===== config.mk =====
export PLATFORM = sky130hd
export DESIGN_NAME = uart_ip_mem_arbiter
export DESIGN_NICKNAME = d
export VERILOG_FILES = /design/src/rtl/uart_ip_pkg.sv /design/src/rtl/uart_ip_rr_pick.sv /design/src/rtl/uart_ip_mem_arbiter.sv
export SDC_FILE = /design/constraint.sdc
export NUM_CORES = 1
export LEC_CHECK = 0
export CAP_MARGIN = 20
export CORE_UTILIZATION = 41
export CTS_CLUSTER_DIAMETER = 30
export CTS_CLUSTER_SIZE = 25
export DETAILED_ROUTE_END_ITERATION = 16
export PLACE_DENSITY = 0.87
export SKIP_CTS_REPAIR_TIMING = 1
export SLEW_MARGIN = 20
export SYNTH_ARGS = -nofsm -noshare
export SYNTH_HDL_FRONTEND = slang
export SYNTH_SLANG_ARGS = --single-unit

===== constraint.sdc =====
create_clock -name clk -period 2.55 [get_ports clk]
set_clock_uncertainty 0.1 [all_clocks]
set_input_delay 0.3825 -clock clk [delete_from_list [all_inputs] [get_ports clk]]
set_output_delay 0.3825 -clock clk [all_outputs]
set_load 0.02 [all_outputs]

===== src/rtl/uart_ip_pkg.sv =====
// Shared definitions for the UART IP memory-mapped slave: arbiter states,
// requester indices and the command codes used by the UART command FSM.
package uart_ip_pkg;

  typedef enum logic [1:0] {
    IDLE  = 2'd0,
    ISSUE = 2'd1,
    WAIT  = 2'd2
  } arb_state_t;

  localparam logic RQ_UART = 1'b0;
  localparam logic RQ_HOST = 1'b1;

  localparam logic [7:0] READ      = 8'h00;
  localparam logic [7:0] WRITE     = 8'h01;
  localparam logic [7:0] CONFIGURE = 8'h02;
  localparam logic [7:0] STATUS    = 8'h03;

endpackage


===== src/rtl/uart_ip_rr_pick.sv =====
// Combinational 2-way round-robin picker: on contention the requester that
// was not granted last wins.
module uart_ip_rr_pick (
  input  logic [1:0] req,
  input  logic       last_gnt,
  output logic       pick_valid,
  output logic       pick_idx
);

  always_comb begin
    pick_valid = |req;
    pick_idx   = req[1];
    if (req == 2'b11) pick_idx = ~last_gnt;
  end

endmodule


===== src/rtl/uart_ip_mem_arbiter.sv =====
// Shares the UART IP memory port between the command FSM (requester 0) and a
// host/debug master (requester 1): round-robin, one transaction at a time.
module uart_ip_mem_arbiter
  import uart_ip_pkg::*;
#(
  parameter int unsigned NUM_BYTES_DATA    = 4,
  parameter int unsigned NUM_BYTES_ADDRESS = 1,
  parameter int unsigned TIMEOUT_CYCLES    = 255,
  localparam int unsigned DW = NUM_BYTES_DATA * 8,
  localparam int unsigned AW = NUM_BYTES_ADDRESS * 8
) (
  input  logic          clk,
  input  logic          arst_n,
  input  logic          rq0_req,
  input  logic          rq0_we,
  input  logic [AW-1:0] rq0_addr,
  input  logic [DW-1:0] rq0_wdata,
  input  logic          rq1_req,
  input  logic          rq1_we,
  input  logic [AW-1:0] rq1_addr,
  input  logic [DW-1:0] rq1_wdata,
  output logic          rq0_gnt,
  output logic          rq0_done,
  output logic [DW-1:0] rq0_rdata,
  output logic          rq0_err,
  output logic          rq1_gnt,
  output logic          rq1_done,
  output logic [DW-1:0] rq1_rdata,
  output logic          rq1_err,
  output logic          mem_we,
  output logic          mem_re,
  output logic [AW-1:0] mem_addr,
  output logic [DW-1:0] mem_wdata,
  input  logic [DW-1:0] mem_rdata,
  input  logic          mem_rdy,
  output logic          busy
);

  localparam int unsigned CW = $clog2(TIMEOUT_CYCLES + 1);
  localparam logic [CW-1:0] CNT_LAST = CW'(TIMEOUT_CYCLES - 1);

  arb_state_t    state;
  logic [CW-1:0] cnt;
  logic          last_gnt;
  logic          idx;
  logic          we_r;
  logic          pick_valid;
  logic          pick_idx;

  uart_ip_rr_pick u_pick (
    .req        ({rq1_req, rq0_req}),
    .last_gnt   (last_gnt),
    .pick_valid (pick_valid),
    .pick_idx   (pick_idx)
  );

  always_ff @(posedge clk or negedge arst_n) begin
    if (!arst_n) begin
      state     <= IDLE;
      cnt       <= '0;
      last_gnt  <= 1'b1;
      idx       <= RQ_UART;
      we_r      <= 1'b0;
      rq0_gnt   <= 1'b0;
      rq1_gnt   <= 1'b0;
      rq0_done  <= 1'b0;
      rq1_done  <= 1'b0;
      rq0_rdata <= '0;
      rq1_rdata <= '0;
      rq0_err   <= 1'b0;
      rq1_err   <= 1'b0;
      mem_we    <= 1'b0;
      mem_re    <= 1'b0;
      mem_addr  <= '0;
      mem_wdata <= '0;
      busy      <= 1'b0;
    end else begin
      rq0_gnt  <= 1'b0;
      rq1_gnt  <= 1'b0;
      rq0_done <= 1'b0;
      rq1_done <= 1'b0;
      mem_we   <= 1'b0;
      mem_re   <= 1'b0;
      case (state)
        IDLE: begin
          if (pick_valid) begin
            idx      <= pick_idx;
            last_gnt <= pick_idx;
            busy     <= 1'b1;
            state    <= ISSUE;
            if (pick_idx == RQ_HOST) begin
              we_r      <= rq1_we;
              mem_addr  <= rq1_addr;
              mem_wdata <= rq1_wdata;
              rq1_gnt   <= 1'b1;
            end else begin
              we_r      <= rq0_we;
              mem_addr  <= rq0_addr;
              mem_wdata <= rq0_wdata;
              rq0_gnt   <= 1'b1;
            end
          end
        end
        ISSUE: begin
          if (we_r) begin
            mem_we <= 1'b1;
            busy   <= 1'b0;
            state  <= IDLE;
            if (idx == RQ_HOST) begin
              rq1_done <= 1'b1;
              rq1_err  <= 1'b0;
            end else begin
              rq0_done <= 1'b1;
              rq0_err  <= 1'b0;
            end
          end else begin
            mem_re <= 1'b1;
            cnt    <= '0;
            state  <= WAIT;
          end
        end
        WAIT: begin
          // mem_rdy is checked before the timeout so late-but-in-time data wins
          if (mem_rdy || cnt == CNT_LAST) begin
            busy  <= 1'b0;
            state <= IDLE;
            if (idx == RQ_HOST) begin
              rq1_done  <= 1'b1;
              rq1_err   <= ~mem_rdy;
              rq1_rdata <= mem_rdy ? mem_rdata : '0;
            end else begin
              rq0_done  <= 1'b1;
              rq0_err   <= ~mem_rdy;
              rq0_rdata <= mem_rdy ? mem_rdata : '0;
            end
          end else begin
            cnt <= cnt + CW'(1);
          end
        end
        default: begin
          busy  <= 1'b0;
          state <= IDLE;
        end
      endcase
    end
  end

endmodule


==> After elaboration in Yosys (flattened, before gate mapping) <==
Index checks and enable logic that the tools add are counted.
{ "word_totals": {"inputBits": 119, "ff_bits": 126} }
{ "op_classes": {"n_mux": 44, "n_eq_ne": 13, "bitwise_logic": 3, "reduce_logical": 12, "addsub": 1} }
{ "op_table": {"columns": ["operator", "count"], "rows": [
  ["32-bit 2-to-1 mux", 2],
  ["1-bit 2-to-1 mux", 29],
  ["8-bit 2-to-1 mux", 3],
  ["2-bit != test (second input constant)", 9],
  ["8-bit one-hot mux with 2 select lines", 1],
  ["3-bit AND reduction", 4],
  ["5-bit AND reduction", 2],
  ["8-bit by 1-bit adder with 8-bit output (second input constant)", 1],
  ["8-bit equality test (second input constant)", 1],
  ["1-bit one-hot mux with 2 select lines", 4],
  ["2-bit 2-to-1 mux", 3],
  ["2-bit one-hot mux with 3 select lines", 1],
  ["2-bit equality test (second input constant)", 2],
  ["2-bit AND reduction", 2],
  ["1-bit inverter", 3],
  ["1-bit one-hot mux with 3 select lines", 1],
  ["2-bit by 1-bit equality test with 1-bit output (second input constant)", 1],
  ["2-bit logical NOT", 1],
  ["2-bit nonzero test", 1],
  ["2-bit OR reduction", 1],
  ["1-bit logical OR", 1]
]} }

==> Depth between registers and ports, before layout <==
Gate-level depths: netlist (run 1).
{ "logic_depth": {"ltp_word": 5, "depth_mapped": 8, "mapped_depth_nobuf": 6} }

==> Cells and area by module <==
From an unflattened synthesis (run 1), not the netlist that was laid out.
{ "unflattened": {"hier_cells": 431, "area_unflattened_um2": 5302.6} }
{ "by_module_without_submodules": {"columns": ["mod", "area_each_um2", "seq_area_each_um2", "cells_per_inst", "instances"], "rows": [
  ["uart_ip_mem_arbiter", 5288.8, 3154.3, 429, 1],
  ["uart_ip_rr_pick", 13.8, 0.0, 2, 1]
]} }

==> Worst setup path before layout (run 1) <==
OpenSTA, ideal clock, no wires.
{ "synth_timing": {"path_kind": "register -> register", "from": "register cnt[0]", "to": "register cnt[5]", "setup_ps": 126, "path_stages_with_launch": 7, "n_path_buf": 0, "path_slack_ps": 688, "required_time_ps": 2324, "t_arrival_ps": 1636, "path_cell_list": "dfrtp_1 inv_1 ha_1 and3_1 a21o_4 o311a_1 a221o_1"} }
{ "synth_between": {"elab_chain_cells": 4, "elab_cells_between_ends": 7, "cone_classes": "add/sub (1); eq/ne (2); mux (2); reduce/logical (2)"} }
{ "synth_rtl": {"columns": ["element", "line_no", "source"], "rows": [
  ["start, declared", "uart_ip_mem_arbiter.sv:43", "logic [CW-1:0] cnt;"],
  ["start signal, assigned", "uart_ip_mem_arbiter.sv:137", "cnt <= cnt + CW'(1);"],
  ["parallel branches: the longest is 4 deep, another holds 8-bit by 1-bit adder with 8-bit output", null, null]
]} }
Parallel ways; which one is timed is not known. The select of a mux whose other input is x is not followed.
A chain may end at the register's enable or synchronous reset.

==> Worst setup path after layout (run 1) <==
{ "layout_timing": {"from": "register cnt[0]", "to": "register rq1_rdata[25]"} }
{ "layout_between": {"elab_chain_cells": 3} }
{ "layout_rtl": {"columns": ["element", "line_no", "source"], "rows": [
  ["8-bit equality test", "uart_ip_mem_arbiter.sv:124", "if (mem_rdy || cnt == CNT_LAST) begin"],
  ["1-bit logical OR", "uart_ip_mem_arbiter.sv:124", null],
  ["3-bit AND reduction (no source line)", null, null],
  ["end signal, assigned", "uart_ip_mem_arbiter.sv:130", "rq1_rdata <= mem_rdy ? mem_rdata : '0;"],
  ["end, declared", "uart_ip_mem_arbiter.sv:28", "output logic [DW-1:0] rq1_rdata,"]
]} }
Every way passes these cells.

==> results of run 1 <==
==> cells in the mapped netlist, drive strengths merged <==
cell	number
a21boi	3
a221o	3
a21o	6
nand3b	1
a222oi	37
a21oi	2
buf	21
and3	3
a22o	64
o21a	2
and4	1
clkbuf	10
mux2	3
xor2	2
inv	42
nand3	5
o32a	1
nand2b	1
and2	1
nor3b	2
o211ai	1
a211o	1
nor3	8
dfstp	1
o21ai	7
nand4	2
nand2	10
nor2b	2
mux2i	4
nor2	5
o2bb2ai	3
ha	5
o311a	1
dfrtp	125
==> worst paths after layout <==
kind | start | endpoint | cells after the start | slack, ns
setup reg to reg | cnt[0] | rq1_rdata[25] | 6 | 0.25
min in group clk | rq0_rdata[2] | rq0_rdata[2] | 1 | 0.40
hold / removal | arst_n | mem_addr[7] | 2 | 0.38
max in group asynchronous | arst_n | rq0_rdata[11] | 3 | 1.17
hold reg to reg | rq0_rdata[2] | rq0_rdata[2] | 1 | 0.40
setup / recovery | cnt[0] | rq1_rdata[25] | 6 | 0.25
==> flip-flops by register name, indices dropped and copies added, names as in the netlist <==
signal and cells:
mem_we 1, idx 1, cnt 8, rq1_gnt 1, rq0_rdata 32, mem_addr 8, rq1_done 1, last_gnt 1
mem_wdata 32, busy 1, we_r 1, mem_re 1, rq1_err 1, rq1_rdata 32, rq0_done 1, rq0_err 1
rq0_gnt 1, state 2
==> routing by layer <==
layer  global-route usage, %  vias to the layer above  share of wire, %
li1                        -                     1922                 -
met1                    29.2                     2170                39
met2                    40.1                      261                49
met3                    8.15                       39               8.6
met4                    11.6                        0               3.3
met5                       0                        -                 0
==> per-stage QoR <==
step	util (%)	std cells	worst slack, ns	hold WS (ns)
floorplan	-	385	0.688	-0.0131
global placement	62.5	741	0.358	0.281
detailed placement	62.5	741	0.237	0.289
CTS	67.2	773	0.236	-0.155
global route	67.2	774	0.132	0.405
finish	67.2	774	0.252	0.384
==> area by class of cell <==
| type | instances | area, um2 | area share (%) |
|---|---|---|---|
| Timing Repair Buffer | 241 | 2420 | 30.1 |
| Tap cell | 147 | 184 | 2.29 |
| Clock buffer | 19 | 443 | 5.51 |
| Sequential cell | 126 | 3150 | 39.2 |
| Multi-Input combinational cell | 186 | 1560 | 19.4 |
| Clock inverter | 13 | 119 | 1.48 |
| Inverter | 42 | 158 | 1.96 |
==> power breakdown <==
part           leakage (nW)  internal (mW)  total, mW  switching (mW)
combinational          1.84           2.37       4.71            2.34
clock                 0.253           1.36       2.24           0.882
sequential             1.59           2.88       3.43           0.552
==> cells by family after synthesis <==
kind of cell / Yosys count / share of synthesized area (%)
AO/OA/AOI/OAI: 131 / 23.3
flip-flops: 126 / 62.9
buffers and inverters: 73 / 6.24
AND/OR/NAND/NOR: 41 / 4.42
multiplexers: 7 / 1.47
adder cells (fa/ha/maj): 5 / 1.25
XOR/XNOR: 2 / 0.350
==> cell usage in the layout (no fill, tap or decap), types with 3 or more instances in the layout <==
cell	synthesis	final
clkinvlp_4	0	7
inv_1	42	42
mux2i_1	4	4
nand2_1	10	10
nand3_1	4	4
and3_1	3	3
dfrtp_1	125	125
o2bb2ai_1	3	3
clkinv_4	0	3
a221o_1	3	3
nor3_1	8	8
clkbuf_16	0	17
clkdlybuf4s50_1	0	230
o21ai_0	7	6
buf_12	0	3
a22o_1	64	64
buf_4	0	7
ha_1	5	5
nor2_1	5	3
a222oi_1	37	37
mux2_2	3	3
a21o_1	5	5
==> out/metrics.cfg, run 1 <==
[status]
status = complete, no violations

[die]
rows = 40
die-area_mm2 = 0.0127
initial_core_util_pct = 41.9
die_width_um = 113
pin_count = 232
die_y_um = 113
coreArea_mm2 = 0.0120

[sta]
setup-tns-final_ns = 0
setup_violations = 0
tightest_slew_ns = 0.692
grt_setup_unrepaired = no
drv_slew = 0
hold_viol_final = 0
finalCriticalPeriod_ns = 2.30
post-route-period-util_pct = 90.1
fmax_mhz = 435
slew_headroom_pct = 53.8

[pwr]
peakVddDrop_mv = 0.752
leakage_nw = 3.68
power_density_mw_per_mm2 = 1290
p_total_mw = 10.4

[clocking]
htree_levels = 4
clk_latency_ns = 0.41
cts_buffers = 17
cts_buffer_depth = 2
path_clk_slew_ns = 0.06
root_buffer = clkbuf_16
cts_tree = built
cts_sinks = 126

[global_route]
antenna_found_initial = 0
grt_pass1_wl_mm = 23.7
grt_max_degree = 60
grt_pass1_vias = 4540
grt_usage_pct = 24.5
grt-ovfl-total = 0

[placed_design]
portBuffers = 231
gp_congestion = 0.835
dpl_cell_area_mm2 = 0.00747
hpwl_mm = 10.5

[finish]
final_cell_area_mm2 = 0.00804
drive_gt1_share_pct = 8.45
antenna_cells = 0
nFillCells = 839
fin_nets = 738
synthToLayoutAreaGrowth_pct = 60.5

[synthesis]
yosys.area.top_type = dfrtp_1
yosys_warnings = 0
syn-num-nets = 509
ys_top_cells_by_area = dfrtp_1, a22o_1, a222oi_1
yosysTopAreaCellShare_pct = 62.4
syn_area_mm2 = 0.00501
ys_ff_latch = 126
netlist_instances = 385
synth.distinct_cells = 40
syn_avg_cell_area_um2 = 13.0
ys_seq_area_share_pct = 62.9

[drt]
vias = 4392
remaining_drc_errors = 0
ant_nets = 0
drt-wirelength-per-cell_um = 19.4
first_pass_iters = 8
finalWirelength_mm = 15.0
vias_per_cell = 5.67
drtIter0Drc = 468

[hold_path]
hold_class = in2async

[worst_setup_path]
critPathTopFamily = simple AND/OR/NAND/NOR gates
crit_path_end_kind = register
path_buf_inv = 1
worst-setup-path-type = reg2reg
path_cells = inv_1 > ha_1 > and3_1 > a21o_4 > nand3_2 > a22o_1
crit_required_ns = 2.74
crit_arrival_ns = 2.48
cp-start-kind = register
cpMaxStageDelayCell = nand3_2
cpPeakStageDelay_ns = 0.53
worstPathMaxFanout = 32

[flow_run]
cap_violations = 0

Note: power is estimated with default switching activity, not from simulation.
==> inputs of run 2 (changes only) <==
--- a/config.mk
+++ b/config.mk
@@ -6,11 +6,12 @@
 export NUM_CORES = 1
 export LEC_CHECK = 0
 export CAP_MARGIN = 20
-export CORE_UTILIZATION = 41
+export CORE_MARGIN = 2
+export CORE_UTILIZATION = 37
 export CTS_CLUSTER_DIAMETER = 30
 export CTS_CLUSTER_SIZE = 25
 export DETAILED_ROUTE_END_ITERATION = 16
-export PLACE_DENSITY = 0.87
+export PLACE_DENSITY = 0.83
 export SKIP_CTS_REPAIR_TIMING = 1
 export SLEW_MARGIN = 20
 export SYNTH_ARGS = -nofsm -noshare
==> constraint.sdc (replaced) <==
create_clock -name clk -period 1.9 [get_ports clk]
set_clock_uncertainty 0.1 [all_clocks]
set_input_delay 0.38 -clock clk [delete_from_list [all_inputs] [get_ports clk]]
set_output_delay 0.38 -clock clk [all_outputs]
set_load 0.02 [all_outputs]
==> out/metrics.cfg, run 2 (synthesized netlist as in run 1, its figures left out) <==
[placed_design]
portBuffers = 231  ; unchanged
placed_cells = 788  ; +6.3%
pre_cts_slack_ns = -0.197  ; -0.435 ns
dpl_cell_area_mm2 = 0.00772  ; +3.3%
gp_congestion = 0.836  ; +0.17%
hpwl_mm = 10.9  ; +3.5%

[sta]
tightest_slew_ns = 0.443  ; -0.249 ns
finalCriticalPeriod_ns = 1.87
layout_setup_ws_ns = 0.0297  ; -0.223 ns
drv_slew = 0  ; unchanged
slew_headroom_pct = 70.5  ; +17 points
post-route-period-util_pct = 98.4
setup_violations = 0  ; unchanged
hold_slack_ns = 0.352  ; -0.0322 ns
fmax_mhz = 535
hold_viol_final = 0  ; unchanged

[worst_setup_path]
crit_required_ns = 1.42  ; -1.32 ns
rrSetupSlack_ns = 0.04  ; -0.21 ns
critPathTopFamily = buffers and inverters
path_cells = clkdlybuf4s50_1
crit_path_end_kind = output port
cp-start-kind = register
crit_arrival_ns = 1.39  ; -1.09 ns
worstPathMaxFanout = 2  ; -94%
cpMaxStageDelayCell = clkdlybuf4s50_1
worst-setup-path-type = reg2out
path_buf_inv = 1  ; unchanged
cpPeakStageDelay_ns = 0.62  ; +0.09 ns

[pwr]
p_seq_share_pct = 31.5  ; -1.5 points
p_total_mw = 14.5  ; +40%
intPower_mw = 9.47  ; +43%
p_sw_share_pct = 34.8  ; -1.6 points
p_comb_share_pct = 45.1  ; -0.3 points
peakVddDrop_mv = 0.910  ; +21%
power_density_mw_per_mm2 = 1710  ; +32%
p_clk_share_pct = 23.4  ; +1.8 points
leakage_nw = 4.44  ; +20%
p_sw_mw = 5.06  ; +34%

[die]
die-area_mm2 = 0.0145  ; +14%
die_y_um = 120  ; +7.0%
initial_core_util_pct = 37.8  ; -4.1 points
rows = 42  ; +5.0%
coreArea_mm2 = 0.0132  ; +11%
pin_count = 232  ; unchanged
die_width_um = 120  ; +7.0%

[clocking]
root_buffer = clkbuf_16
cts_tree = built
cts_buffers = 17  ; unchanged
cts_sinks = 126  ; unchanged
htree_levels = 4  ; unchanged
cts_buffer_depth = 2  ; unchanged
clk_latency_ns = 0.40  ; about the same
path_clk_slew_ns = 0.06  ; about the same

[drt]
vias = 4426  ; +0.77%
first_pass_iters = 9  ; +1
drtIter0Drc = 367  ; -22%
remaining_drc_errors = 0  ; unchanged
ant_nets = 0  ; unchanged
vias_per_cell = 5.38  ; -5.1%
finalWirelength_mm = 15.8  ; +5.1%
drt-wirelength-per-cell_um = 19.2  ; -1.1%

[global_route]
grt_max_degree = 52  ; -13%
grt_pass1_wl_mm = 24.8  ; +4.5%
antenna_found_initial = 0  ; unchanged
grt_pass1_vias = 4662  ; +2.7%
grt_usage_pct = 22.1  ; -2.4 points
grt-ovfl-total = 0  ; unchanged

[finish]
antenna_cells = 0  ; unchanged
final_cell_area_mm2 = 0.00852  ; +5.9%
drive_gt1_share_pct = 11.8  ; +3.3 points
fin_nets = 758  ; +2.7%
synthToLayoutAreaGrowth_pct = 70.0
final_cell_mix = clkdlybuf4s50_1, dfrtp_1, a22o_1
finalNonFillerCells = 822  ; +6.2%
top_regs = mem_wdata: 32 flops, rq0_rdata: 32 flops, rq1_rdata: 32 flops
layout_commonest_cell = clkdlybuf4s50_1

[hold_path]
hold_class = in2async

[flow_run]
cap_violations = 0  ; unchanged

[status]
status = complete, no violations

-- run 2: cell types whose count changed in the layout (fill, tap and decap cells not counted), moves of 3 or more --
cell,change
bufinv_16,+3
clkdlybuf4s50_1,-48
buf_12,+6
clkinv_4,-3
dlymetal6s2s_1,+48
clkinvlp_4,-7
clkbuf_8,+3
buf_4,+13
clkbuf_1,+3
-- run 2: metal layers --
metal / up-vias / part of all wire, % / wire (um) / global-route usage (%)
li1: 1966 / - / - / -
met1: 2212 / 38 / 6070 / 26.0
met2: 228 / 52 / 8160 / 37.6
met3: 20 / 8.4 / 1340 / 8.54
met4: 0 / 1.5 / 238 / 6.10
met5: - / 0 / 0 / 0
-- run 2: stage by stage --
| step | utilization (%) | setup TNS [ns] |
|---|---|---|
| 2_1_floorplan | - | 0 |
| 3_3_place_gp | 58.3 | -3.02 |
| 3_5_place_dp | 58.3 | -5.20 |
| 4_1_cts | 63.0 | -0.103 |
| 5_1_grt | 64.3 | -0.0174 |
| 6_report | 64.3 | 0 |
-- run 2: layout make-up --
type,count,area [um2]
clock buffer,25,495
clock inverter,6,130
fill,968,4720
inverter,42,158
multi-input combinational,186,1590
sequential,126,3150
tap,176,220
timing repair buffer,261,2770
-- run 2: final timing paths --
path / start / to / depth (start not counted)
max in group asynchronous: arst_n / rq1_gnt / 3
setup reg to reg: cnt[0] / cnt[5] / 6
hold / removal: arst_n / mem_wdata[6] / 2
setup / recovery: rq0_rdata[8] / rq0_rdata[8] / 1
min in group clk: mem_addr[4] / mem_addr[4] / 2
hold reg to reg: mem_addr[4] / mem_addr[4] / 2
-- run 2: power groups by stage --
stage / Clock (mW) / Combinational [mW] / Sequential [mW]
after floorplan: 0 / 1.91 / 5.84
after CTS: 3.47 / 6.62 / 4.58
after global placement: 0 / 6.40 / 4.54
final: 3.40 / 6.56 / 4.58
after global routing: 3.60 / 6.99 / 4.70
after detailed placement: 0 / 6.56 / 4.60
==> inputs of run 3 (changes only) <==
--- a/config.mk
+++ b/config.mk
@@ -11,6 +11,7 @@
 export CTS_CLUSTER_DIAMETER = 30
 export CTS_CLUSTER_SIZE = 25
 export DETAILED_ROUTE_END_ITERATION = 16
+export HOLD_SLACK_MARGIN = 0.1
 export PLACE_DENSITY = 0.83
 export SKIP_CTS_REPAIR_TIMING = 1
 export SLEW_MARGIN = 20
==> results of run 3 <==
The final DEF is identical to that of run 2; final timing and power are the same.
==> variant: new RTL, config.mk and constraints of run 1 <==
`NUM_BYTES_DATA`: 4 -> 3.
--- a/src/rtl/uart_ip_mem_arbiter.sv
+++ b/src/rtl/uart_ip_mem_arbiter.sv
@@ -5,3 +5,3 @@
 #(
-  parameter int unsigned NUM_BYTES_DATA    = 4,
+  parameter int unsigned NUM_BYTES_DATA    = 3,
   parameter int unsigned NUM_BYTES_ADDRESS = 1,
Interface: changed (6 resized); port bits go from 232 to 184. No check against the original RTL was run, so the function may have changed too.
==> variant against run 1 <==
- the run now ends with negative hold slack left
- highest routed layer unchanged
- cell area decreased by 21%
- wire length decreased by 28%
- die area decreased by 16%
- non-clock buffer count decreased by 50
- worst setup slack improved by 0.14 ns
- synthesized area decreased by 16%
- power decreased by 28%
- synthesized cell count decreased by 12%
- maximum frequency increased by 6.5%
- final cell count decreased by 16%
- hold slack got worse by 0.42 ns
- combinational power decreased by 22%
- largest cell class unchanged
- sequential cell count decreased by 24
==> variant: results (changes against run 1) <==
[final_layout]
nNonClkBuffers=191  ; was 241
seq_share_pct=40.0  ; was 39.2%
instances_no_fill=654  ; was 774
utilization_pct=64.6  ; was 67.2%
bufAreaShareNonClock_pct=29.8  ; was 30.1%
layout-drive-gt1-share_pct=7.10  ; was 8.45%
inv_count=18  ; was 42

[synthesis]
synth_fp_nets=438  ; was 509
synth_common_cells=dfrtp_1, a22o_1, nand2_1  ; was dfrtp_1, a22o_1, inv_1
syn_area_per_cell_um2=12.4  ; was 13.0 um^2
yosys-top-cells-area=dfrtp_1, a22o_1, mux2i_1  ; was dfrtp_1, a22o_1, a222oi_1

[die]
die_w_um=103  ; was 113 um
well_tap_count=133  ; was 147

[timing]
fin_hold_ws_ns=-0.0316  ; was 0.384 ns
slew_headroom_pct=34.2  ; was 53.8%
finalHoldViolations=21  ; was 0

[clock_network]
cts_max_level=3  ; was 4
clk_latency_ns=0.35  ; was 0.41 ns

[global_route]
grt_max_degree=58  ; was 60
met1_usage_pct=25.4  ; was 29.2%
met3_usage_pct=6.18  ; was 8.15%
met2_usage_pct=35.6  ; was 40.1%
grt_pass1_vias=3429  ; was 4540

[power_and_ir_drop]
peakVddDrop_mv=0.549  ; was 0.752 mV

[status]
violations=negative hold slack
status=complete, but fails checks  ; was complete, no violations

[setup_path]
reg2reg_slack_ns=0.39  ; was 0.25 ns
cpPeakStageDelay_ns=0.46  ; was 0.53 ns
reg2reg_to=rq0_rdata[6]  ; was rq1_rdata[25]

[placement]
routabilityCongestion=0.813  ; was 0.835
dp_hpwl_mm=7.84  ; was 10.5 mm
io_buffers=183  ; was 231
dpl_cell_area_mm2=0.00617  ; was 0.00747 mm^2
dp.cells=638  ; was 741

[drt]
dr.pass1.iters=7  ; was 8

variant: cell types whose count changed in the layout (fill, tap and decap cells not counted), moves of 17 or more:
cell,run 1,this run
clkdlybuf4s50_1,230,182
a222oi_1,37,13
dfrtp_1,125,101
inv_1,42,18
clkbuf_16,17,0
variant: power by group through the flow:
stage	Sequential, mW	Clock, mW	Combinational (mW)
final	2.73	1.04	3.68
after global routing	2.82	1.14	3.97
after CTS	2.73	1.07	3.71
after detailed placement	2.75	0	3.70
after global placement	2.74	0	3.61
after floorplan	3.47	0	1.13
variant: worst min path at each step:
stage                         end  slack [ns]
global placement    mem_wdata[12]        0.36
global route        rq0_rdata[11]       0.007
detailed placement    mem_addr[2]        0.38
CTS                  rq0_rdata[1]       0.007
floorplan                    busy       -0.01
finish              rq0_rdata[11]       -0.03
variant: critical path: cells and delay by family, from the launching register on:
kind                     cells  cell delay, ns
AND/OR/NAND/NOR              2            0.70
AO/OA/AOI/OAI                2            0.56
flip-flops                   1            0.45
adder cells (fa/ha/maj)      1            0.15
buffers and inverters        1            0.08
variant: through the flow:
| step | total power [mW] | setup slack, ns |
|---|---|---|
| floorplan | 4.60 | 0.670 |
| global placement | 6.35 | 0.319 |
| detailed placement | 6.45 | 0.274 |
| CTS | 7.51 | 0.376 |
| global route | 7.93 | 0.248 |
| finish | 7.45 | 0.392 |
variant: logic make-up (layout without fill, tap and decap cells):
group,after synthesis,in the layout,share of synthesized area [%]
AO/OA/AOI/OAI,107,107,20.5
flip-flops,102,102,60.7
AND/OR/NAND/NOR,57,57,6.79
buffers and inverters,42,225,4.49
multiplexers,23,23,5.57
adder cells (fa/ha/maj),5,5,1.49
XOR/XNOR,2,2,0.417
